==> config.mk <==
export PLATFORM = sky130hd
export DESIGN_NAME = bin2bcd_seq
export DESIGN_NICKNAME = d
export VERILOG_FILES = /design/src/rtl/bin2bcd_seq.sv
export SDC_FILE = /design/constraint.sdc
export NUM_CORES = 1
export LEC_CHECK = 0
export ABC_CLOCK_PERIOD_IN_PS = 2500
export BUFFER_PORTS_ARGS = -buffer_cell sky130_fd_sc_hd__buf_2
export CELL_PAD_IN_SITES_DETAIL_PLACEMENT = 1
export CELL_PAD_IN_SITES_GLOBAL_PLACEMENT = 1
export CORE_UTILIZATION = 30
export DETAILED_ROUTE_END_ITERATION = 8
export PLACE_DENSITY = 0.61
export SLEW_MARGIN = 20
export SYNTH_ARGS = -nofsm -noshare
export SYNTH_HDL_FRONTEND = slang
export SYNTH_SLANG_ARGS = --single-unit
==> constraint.sdc <==
create_clock -name clock -period 2.5 [get_ports clock]
set_clock_uncertainty 0.2 [all_clocks]
set_input_delay 0.25 -clock clock [delete_from_list [all_inputs] [get_ports clock]]
set_output_delay 0.25 -clock clock [all_outputs]
set_load 0.03 [all_outputs]
==> src/rtl/bin2bcd_seq.sv <==
// bin2bcd_seq: sequential binary-to-BCD converter using the shift-and-add-3
// (double dabble) method. One bit is processed per clock. Optional
// leading-zero blanking replaces leading zero digits with 4'hF.
//
// Ports
//   clock     in   1          rising-edge clock
//   reset     in   1          asynchronous active-high reset
//   start     in   1          conversion request (ignored while busy)
//   bin       in   WIDTH      unsigned value, sampled with start
//   blank_lz  in   1          leading-zero blanking enable, sampled with start
//   busy      out  1          conversion in progress
//   done      out  1          one-cycle pulse: new result on bcd
//   bcd       out  4*DIGITS   result, digit k at [4k+3:4k]
//
// state  | meaning
// IDLE   | waiting for start; bcd holds the last result
// SHIFT  | WIDTH add-3/shift steps on {scratch, binary}
// FINISH | publish blanked scratch to bcd, pulse done

module bin2bcd_seq #(
    parameter int WIDTH  = 16,
    parameter int DIGITS = 5
) (
    input  logic                  clock,
    input  logic                  reset,
    input  logic                  start,
    input  logic [WIDTH-1:0]      bin,
    input  logic                  blank_lz,
    output logic                  busy,
    output logic                  done,
    output logic [4*DIGITS-1:0]   bcd
);

    localparam int CW = $clog2(WIDTH + 1);

    typedef enum logic [1:0] {
        IDLE   = 2'd0,
        SHIFT  = 2'd1,
        FINISH = 2'd2
    } state_t;

    state_t               r_state;
    state_t               w_state_nxt;
    logic [WIDTH-1:0]     r_bin;
    logic [4*DIGITS-1:0]  r_scratch;
    logic [4*DIGITS-1:0]  r_bcd;
    logic [CW-1:0]        r_cnt;
    logic                 r_blank;
    logic                 r_busy;
    logic                 r_done;
    logic                 w_last;
    logic [4*DIGITS-1:0]  w_adj;
    logic [4*DIGITS-1:0]  w_blanked;
    logic                 w_lead;

    assign busy = r_busy;
    assign done = r_done;
    assign bcd  = r_bcd;

    // Counter holds the number of completed shifts; the step that sees
    // WIDTH-1 is the final one.
    assign w_last = (r_cnt == CW'(WIDTH - 1));

    always_ff @(posedge clock or posedge reset) begin
        if (reset) begin
            r_state <= IDLE;
        end else begin
            r_state <= w_state_nxt;
        end
    end

    always_comb begin
        w_state_nxt = r_state;
        case (r_state)
            IDLE:    if (start) w_state_nxt = SHIFT;
            SHIFT:   if (w_last) w_state_nxt = FINISH;
            FINISH:  w_state_nxt = IDLE;
            default: w_state_nxt = IDLE;
        endcase
    end

    // Pre-shift correction: any digit >= 5 would become >= 10 after doubling.
    always_comb begin
        w_adj = r_scratch;
        for (int k = 0; k < DIGITS; k++) begin
            if (r_scratch[4*k +: 4] >= 4'd5) begin
                w_adj[4*k +: 4] = r_scratch[4*k +: 4] + 4'd3;
            end
        end
    end

    // Walk from the top digit down; blank zeros until the first non-zero.
    // Digit 0 is always shown.
    always_comb begin
        w_blanked = r_scratch;
        w_lead    = 1'b1;
        for (int k = DIGITS - 1; k >= 1; k--) begin
            if (r_scratch[4*k +: 4] != 4'd0) begin
                w_lead = 1'b0;
            end else if (w_lead && r_blank) begin
                w_blanked[4*k +: 4] = 4'hF;
            end
        end
    end

    always_ff @(posedge clock or posedge reset) begin
        if (reset) begin
            r_bin     <= '0;
            r_scratch <= '0;
            r_bcd     <= '0;
            r_cnt     <= '0;
            r_blank   <= 1'b0;
            r_busy    <= 1'b0;
            r_done    <= 1'b0;
        end else begin
            r_done <= 1'b0;
            case (r_state)
                IDLE: begin
                    if (start) begin
                        r_bin     <= bin;
                        r_blank   <= blank_lz;
                        r_scratch <= '0;
                        r_cnt     <= '0;
                        r_busy    <= 1'b1;
                    end
                end
                SHIFT: begin
                    {r_scratch, r_bin} <= {w_adj[4*DIGITS-2:0], r_bin, 1'b0};
                    r_cnt              <= r_cnt + CW'(1);
                end
                FINISH: begin
                    r_bcd  <= w_blanked;
                    r_done <= 1'b1;
                    r_busy <= 1'b0;
                end
                default: begin
                    r_busy <= 1'b0;
                end
            endcase
        end
    end

endmodule

==> results of run 1 <==
==> per-layer routing <==
| layer | part of all wire, % | wire length (µm) | vias up |
|---|---|---|---|
| li1 | - | - | 1206 |
| met1 | 47 | 3500 | 1283 |
| met2 | 49 | 3680 | 40 |
| met3 | 3.0 | 225 | 9 |
| met4 | 1.0 | 78 | 0 |
| met5 | 0 | 0 | - |
==> per-stage QoR <==
stage | util (%) | area [µm²] | hold WS, ns | power [mW]
CTS | 37.9 | 3940 | 0.00384 | 4.63
finish | 37.9 | 3940 | 0.0132 | 4.55
detailed placement | 34.7 | 3600 | 0.164 | 3.66
global route | 37.9 | 3940 | 0.0265 | 4.91
floorplan | - | 3210 | 0.200 | 3.11
global placement | 34.7 | 3600 | 0.157 | 3.59
==> registers in the layout, summed over array words and instances (netlist names) <==
register and flops:
bcd 20, busy 1, done 1, r_bin 16, r_blank 1, r_cnt 5
r_scratch 20, r_state 2
==> final cells by class <==
cell class                      instances  area (µm²)  share of cell area, %
Sequential cell                        66        1650                   42.0
Multi-Input combinational cell        206        1430                   36.4
Timing Repair Buffer                   62         420                   10.7
Tap cell                              136         170                   4.32
Clock buffer                           11         151                   3.85
Inverter                               15        56.3                   1.43
Clock inverter                          4        51.3                   1.30
==> cell usage in the layout (no fill, tap or decap), types with 2 or more instances in the layout <==
cell           instances
clkbuf_8              11
a21oi_1               27
buf_12                 2
nand2_1               19
nand2b_1               7
nor2_1                12
nand3_1                6
a22oi_1               11
nor2b_1               13
a32o_1                 5
nor3b_1                3
ha_1                  16
xnor2_1                5
inv_1                 14
a31oi_1                4
o21ai_0               25
o22ai_1                9
buf_4                  6
and2_1                 5
dlygate4sd3_1         13
o31ai_1                5
o311ai_0               5
o22a_1                12
dfrtp_1               66
mux2_2                 5
buf_2                 41
==> synth_stat cells <==
library cell / n / area (µm²)
nor3_1: 1 / 5.00
a22o_1: 1 / 8.76
nor3b_4: 1 / 18.8
nand3_1: 6 / 30.0
o41ai_4: 1 / 27.5
o21ai_0: 25 / 125
o31ai_1: 5 / 37.5
o311ai_0: 5 / 43.8
xor2_1: 1 / 8.76
nor2b_1: 14 / 87.6
a22oi_1: 11 / 82.6
clkbuf_1: 3 / 11.3
o22a_1: 12 / 105
ha_1: 16 / 200
and2_1: 5 / 31.3
a31oi_1: 4 / 25.0
nand2_1: 19 / 71.3
mux2_2: 5 / 56.3
nor2_1: 12 / 45.0
buf_2: 12 / 60.1
a21oi_1: 27 / 135
and3_1: 1 / 6.26
nand2b_1: 7 / 43.8
o32ai_1: 1 / 8.76
xnor2_1: 5 / 43.8
nor2_4: 1 / 11.3
nand4_4: 1 / 21.3
or2_2: 1 / 6.26
a32o_1: 5 / 50.1
o22ai_1: 9 / 56.3
dfrtp_1: 66 / 1650
nor3b_1: 3 / 22.5
inv_1: 15 / 56.3
and4bb_4: 1 / 16.3
==> power groups by stage <==
stage               logic (mW)  registers (mW)  clock network (mW)
global placement          1.82            1.77                   0
floorplan                 1.27            1.84                   0
detailed placement        1.87            1.79                   0
finish                    1.87            1.77               0.918
global route              2.10            1.83               0.991
CTS                       1.90            1.77               0.958
==> critical path: stages (launching register included) <==
cell	delay, ns
dfrtp_1	0.38
nor2b_1	0.75
nand2_1	0.15
mux2_2	0.30
==> cell families (layout without fill, tap and decap cells) <==
| kind of cell | Yosys count | after routing | share of synthesized area (%) |
|---|---|---|---|
| compound gates | 106 | 106 | 22.0 |
| simple gates | 73 | 73 | 13.0 |
| flops | 66 | 66 | 51.4 |
| buf+inv | 30 | 92 | 3.97 |
| fa+ha+maj | 16 | 16 | 6.24 |
| xor+xnor | 6 | 6 | 1.64 |
| mux | 5 | 5 | 1.75 |
==> how the worst max path moves through the flow <==
stage / start / to / slack (ns) / cells past startpoint
finish: r_state[1] / r_blank / 0.61 / 3
global route: r_state[1] / r_blank / 0.46 / 3
CTS: r_state[1] / r_blank / 0.58 / 3
detailed placement: r_state[1] / r_blank / 0.57 / 3
global placement: r_state[1] / r_blank / 0.63 / 3
floorplan: reset / bcd[0] / 0.40 / 1
==> metrics.md, run 1 <==
| Metric | Value |
|---|---|
| Max Clk Rate | 528 MHz |
| Global routing usage on met2 | 25.6% |
| Number of distinct library cells after synthesis | 34 |
| Normalized max-slew margin | 35.2% |
| Yosys warning total | 0 |
| Finish-stage setup viols | 0 |
| Antenna violations before repair | 0 |
| Final WS setup | 0.607 ns |
| Area of the die | 11100 µm² |
| Final Cycle Share | 75.7% |
| GRT busiest layer | met2 |
| Synth-to-Final Area Change | 22.6% |
| Met3 routing resource usage after global routing | 3.53% |
| Switching portion of total power | 39.8% |
| Worst-case setup slack after placement | 0.571 ns |
| DIE WIDTH | 105 µm |
| Via count normalized by instance count | 5.08 |
| Actual transition at the worst max-transition pin | 0.971 ns |
| Count of inserted antenna diode cells | 0 |
| Gates resized, CTS repair | 0 |
| Number of buffers added for setup after CTS | 0 |
| Kind of path behind the tightest hold check | primary input to flop |
| Logic pwr share | 41.0% |
| Reg2reg setup slack | 0.61 ns |
| Critical R2R Capture | r_blank |
| Total Neg Setup Slack | 0 ns |
| Vias in the first global route | 2677 |
| Standard cell core area | 10400 µm² |
| Net switching power | 1.81 mW |
| End of the worst hold path | r_bin[8] |
| Number of instances on the worst hold path | 3 |
| TritonCTS clock tree | built |
| Count of TritonRoute iterations in the first routing pass | 4 |
| Final hold violation count | 0 |
| Standard-cell row count | 37 |
| Synthesized Nets | 338 |
| Clock Sinks | 66 |
| Clock Tree Root | clkbuf_8 |
| Routed Antenna Nets | 0 |
| Logic depth of the worst register-to-register path | 3 |
| Post-detail-place hpwl | 4.93 mm |
| Count of H-tree levels built during CTS | 3 |
| Synth Cell Area | 3210 µm² |
| Maximum number of buffers from clock root to sink | 2 |
| Flip-flop and latch count after synthesis | 66 |
| Synth Instances | 302 |
| Critical Path AT | 1.92 ns |
| Unrepaired setup endpoints after global routing | no |
| CTS clk-pin slew, worst paths | 0.08 ns |
| Share of the yosys chip area belonging to registers | 51.4% |
| Via count | 2538 |
| Clock share of power | 20.2% |
| Cells after DPL | 472 |
| Setup crit start kind | flop |
| Kind of critical path | flop to flop |
| Global routing met1 resource utilization | 18.4% |
| Total wire length | 7.49 mm |
| Fraction of final layout cells with drive strength greater than 1 | 21.2% |
| Origin of the critical flop-to-flop path | r_state[1] |
| CTS buffer count | 9 |
| Detailed Route Iter0 Violations | 98 |
| Mean post-synth cell area | 10.6 µm² |
| Filler Cell Count | 1194 |
| Average wire length per cell after detail routing | 15.0 µm |
| Largest fanout on the critical path | 13 |
| Status | finished, final reports clean |
| Fin crit period | 1.89 ns |
| Type of element capturing the critical path | flop |
| Global-route wire length before repair | 13.0 mm |
| Number of non-filler instances in the completed layout | 500 |
| Max Cap Viol | 0 |
| Leak Pwr | 1.72 nW |
| Height of the die | 105 µm |
| HP Start | bin[8] |
| Worst VDD drop | 0.000359 V |
| Residual DRC | 0 |
| Remaining global-route overflow | 0 |
| Cell area power density | 1160 nW/µm² |
| Count of pins over their slew limit | 0 |
| Initial Util | 31.0% |
| Design internal power | 2.74 mW |
| Number of top-level pins | 42 |
| Sequential group share of total power | 38.8% |
| Required time at the endpoint of the critical path | 2.53 ns |
| Overall global routing resource usage | 14.8% |
| Number of I/O port buffers | 41 |
| Largest net degree at the start of global routing | 67 |
| Worst-skew pair later-pin latency | 0.35 ns |
| Number of buffers inserted by hold repair at cts | 13 |
| Fin nets | 396 |
| Final GP Congestion | 0.687 |
No activity file was read; power rests on OpenSTA's default activity.
==> run 2: changes to the inputs <==
Settings changed: ABC_CLOCK_PERIOD_IN_PS 2500 to 1700, PLACE_DENSITY 0.61 to 0.64.
Clock period 2.5 ns to 1.7 ns, I/O delays scaled along.
==> run 2 against run 1 <==
Against the previous run: the flow now finishes with violations (negative setup slack); register-to-register slack got worse by 0.70 ns; critical path depth rose by 3; first-iteration DRC count fell by 37%; critical path type unchanged.
==> metrics.md, run 2 (synthesized netlist as in run 1, its figures left out) <==
| Metric | Value |
|---|---|
| Status | finished, violations left |
| Failing checks | negative setup slack |
| Cells after DPL | 502 (+6.4%) |
| Actual transition at the worst max-transition pin | 0.397 ns (-0.574 ns) |
| Critical Path AT | 1.87 ns (-0.05 ns) |
| Cell area power density | 1680 nW/µm² (+46%) |
| Total wire length | 8.34 mm (+11%) |
| Via count normalized by instance count | 5.00 (-1.4%) |
| Global-route wire length before repair | 13.8 mm (+5.9%) |
| Kind of critical path | flop to flop |
| Height of the die | 105 µm (unchanged) |
| Clock Tree Root | clkbuf_8 |
| Residual DRC | 0 (unchanged) |
| Final Cycle Share | 105% (+30 points) |
| Largest net degree at the start of global routing | 29 (-57%) |
| Area of the die | 11100 µm² (unchanged) |
| Count of inserted antenna diode cells | 0 (unchanged) |
| Max Clk Rate | 558 MHz (+5.6%) |
| Standard-cell row count | 37 (unchanged) |
| Count of H-tree levels built during CTS | 3 (unchanged) |
| Normalized max-slew margin | 73.2% (+38 points) |
| CTS clk-pin slew, worst paths | 0.07 ns (about the same) |
| Synth-to-Final Area Change | 35.1% |
| Fin nets | 434 (+9.6%) |
| Kind of path behind the tightest hold check | primary input to flop |
| Antenna violations before repair | 0 (unchanged) |
| Commonest cells after routing, fill and taps aside | dfrtp_1, buf_2, buf_4 |
| Remaining global-route overflow | 0 (unchanged) |
| Fin crit period | 1.79 ns (-0.101 ns) |
| Unrepaired setup endpoints after global routing | yes |
| Number of top-level pins | 42 (unchanged) |
| Count of pins over their slew limit | 0 (unchanged) |
| Required time at the endpoint of the critical path | 1.78 ns (-0.75 ns) |
| CTS buffer count | 9 (unchanged) |
| TritonCTS clock tree | built |
| Post-route core utilization | 41.8% (+3.9 points) |
| Largest fanout on the critical path | 4 (-9) |
| Clock Sinks | 66 (unchanged) |
| Finish-stage setup viols | 4 (+4) |
| Number of I/O port buffers | 41 (unchanged) |
| Initial Util | 31.0% (unchanged) |
| Maximum number of buffers from clock root to sink | 2 (unchanged) |
| Fraction of final layout cells with drive strength greater than 1 | 32.6% (+11 points) |
| Standard cell core area | 10400 µm² (unchanged) |
| Leak Pwr | 1.91 nW (+11%) |
| Detailed Route Iter0 Violations | 62 (-37%) |
| Overall power | 7.30 mW (+61%) |
| DIE WIDTH | 105 µm (unchanged) |
| Final GP Congestion | 0.729 (+6.0%) |
| Final WS setup | -0.0915 ns (-0.699 ns) |
| Slowest stage delay, CP | 0.40 ns (-0.35 ns) |
| Max Cap Viol | 0 (unchanged) |
| Vias in the first global route | 2843 (+6.2%) |
| Number of non-filler instances in the completed layout | 538 (+7.6%) |
| List of cells traversed by the critical path | inv_2 > ha_4 > nor3b_4 > nand4_4 > o41ai_4 > o22a_1 |
| Post-detail-place hpwl | 5.66 mm (+15%) |
| Count of TritonRoute iterations in the first routing pass | 4 (unchanged) |
| Overall global routing resource usage | 16.0% (+1.2 points) |
| Slowest CP cell | dfrtp_1 |
| Worst-skew pair later-pin latency | 0.35 ns (about the same) |
| Total Neg Setup Slack | -0.314 ns (-0.314 ns) |
| Setup crit start kind | flop |
| Most common library cell in the layout ignoring fill and taps | dfrtp_1 |
| Final hold violation count | 0 (unchanged) |
| Via count | 2692 (+6.1%) |
| Reg2reg setup slack | -0.09 ns (-0.70 ns) |
| Worst VDD drop | 0.000545 V (+52%) |
| Average wire length per cell after detail routing | 15.5 µm (+3.5%) |
| Routed Antenna Nets | 0 (unchanged) |
| Type of element capturing the critical path | flop |
==> run 2: routing by layer <==
layer | wire length [µm] | share of wire (%) | vias up | global-route usage, %
met1 | 3740 | 45 | 1362 | 19.4
met2 | 4290 | 51 | 37 | 28.0
li1 | - | - | 1286 | -
met4 | 80 | 0.96 | 0 | 3.92
met3 | 230 | 2.8 | 7 | 4.58
met5 | 0 | 0 | - | 0
==> run 2: area by class of cell <==
class | count | area, µm²
sequential | 66 | 1650
timing repair buffer | 100 | 772
clock buffer | 11 | 131
multi-input combinational | 206 | 1530
inverter | 15 | 60.1
tap | 136 | 170
fill | 1188 | 6030
clock inverter | 4 | 20.0
==> run 2: worst paths after layout <==
path / from / end / cells past startpoint
min: start / r_blank / 4
min in group asynchronous: reset / r_bin[10] / 3
max: r_scratch[12] / bcd[6] / 6
max reg2reg: r_scratch[12] / bcd[6] / 6
max in group asynchronous: reset / bcd[12] / 4
min reg2reg: r_bin[11] / r_bin[11] / 2
==> run 2: report_power, final <==
group | internal, mW | switching, mW
Sequential | 2.12 | 0.428
Combinational | 1.72 | 1.92
Clock | 0.512 | 0.602
Total | 4.35 | 2.95
==> run 2: per-stage QoR <==
step	area, µm²	hold WS [ns]	worst slack (ns)
finish	4340	0.138	-0.0915
detailed placement	3880	-0.0120	-0.0617
global route	4340	0.158	-0.172
CTS	4220	0.130	-0.0770
global placement	3880	-0.0177	0.0104
floorplan	3210	0.114	-0.00668
==> run 2: timing repair <==
| item | CTS | global route |
|---|---|---|
| setup endpoints to repair | 8 | 23 |
| buffers inserted | 0 | 3 |
| resized for setup | 3 | 26 |
| hold buffers | 18 | 0 |
| pin swaps | 0 | 8 |
| endpoints found under the hold margin | 83 | 0 |
==> run 2: critical path: cells and delay by family, from the launching register on <==
family | cells | cell delay [ns]
AOI/OAI and AO/OA | 2 | 0.53
DFF | 1 | 0.40
buffers and inverters | 1 | 0.10
and+or+nand+nor | 2 | 0.37
adders and majority gates | 1 | 0.13
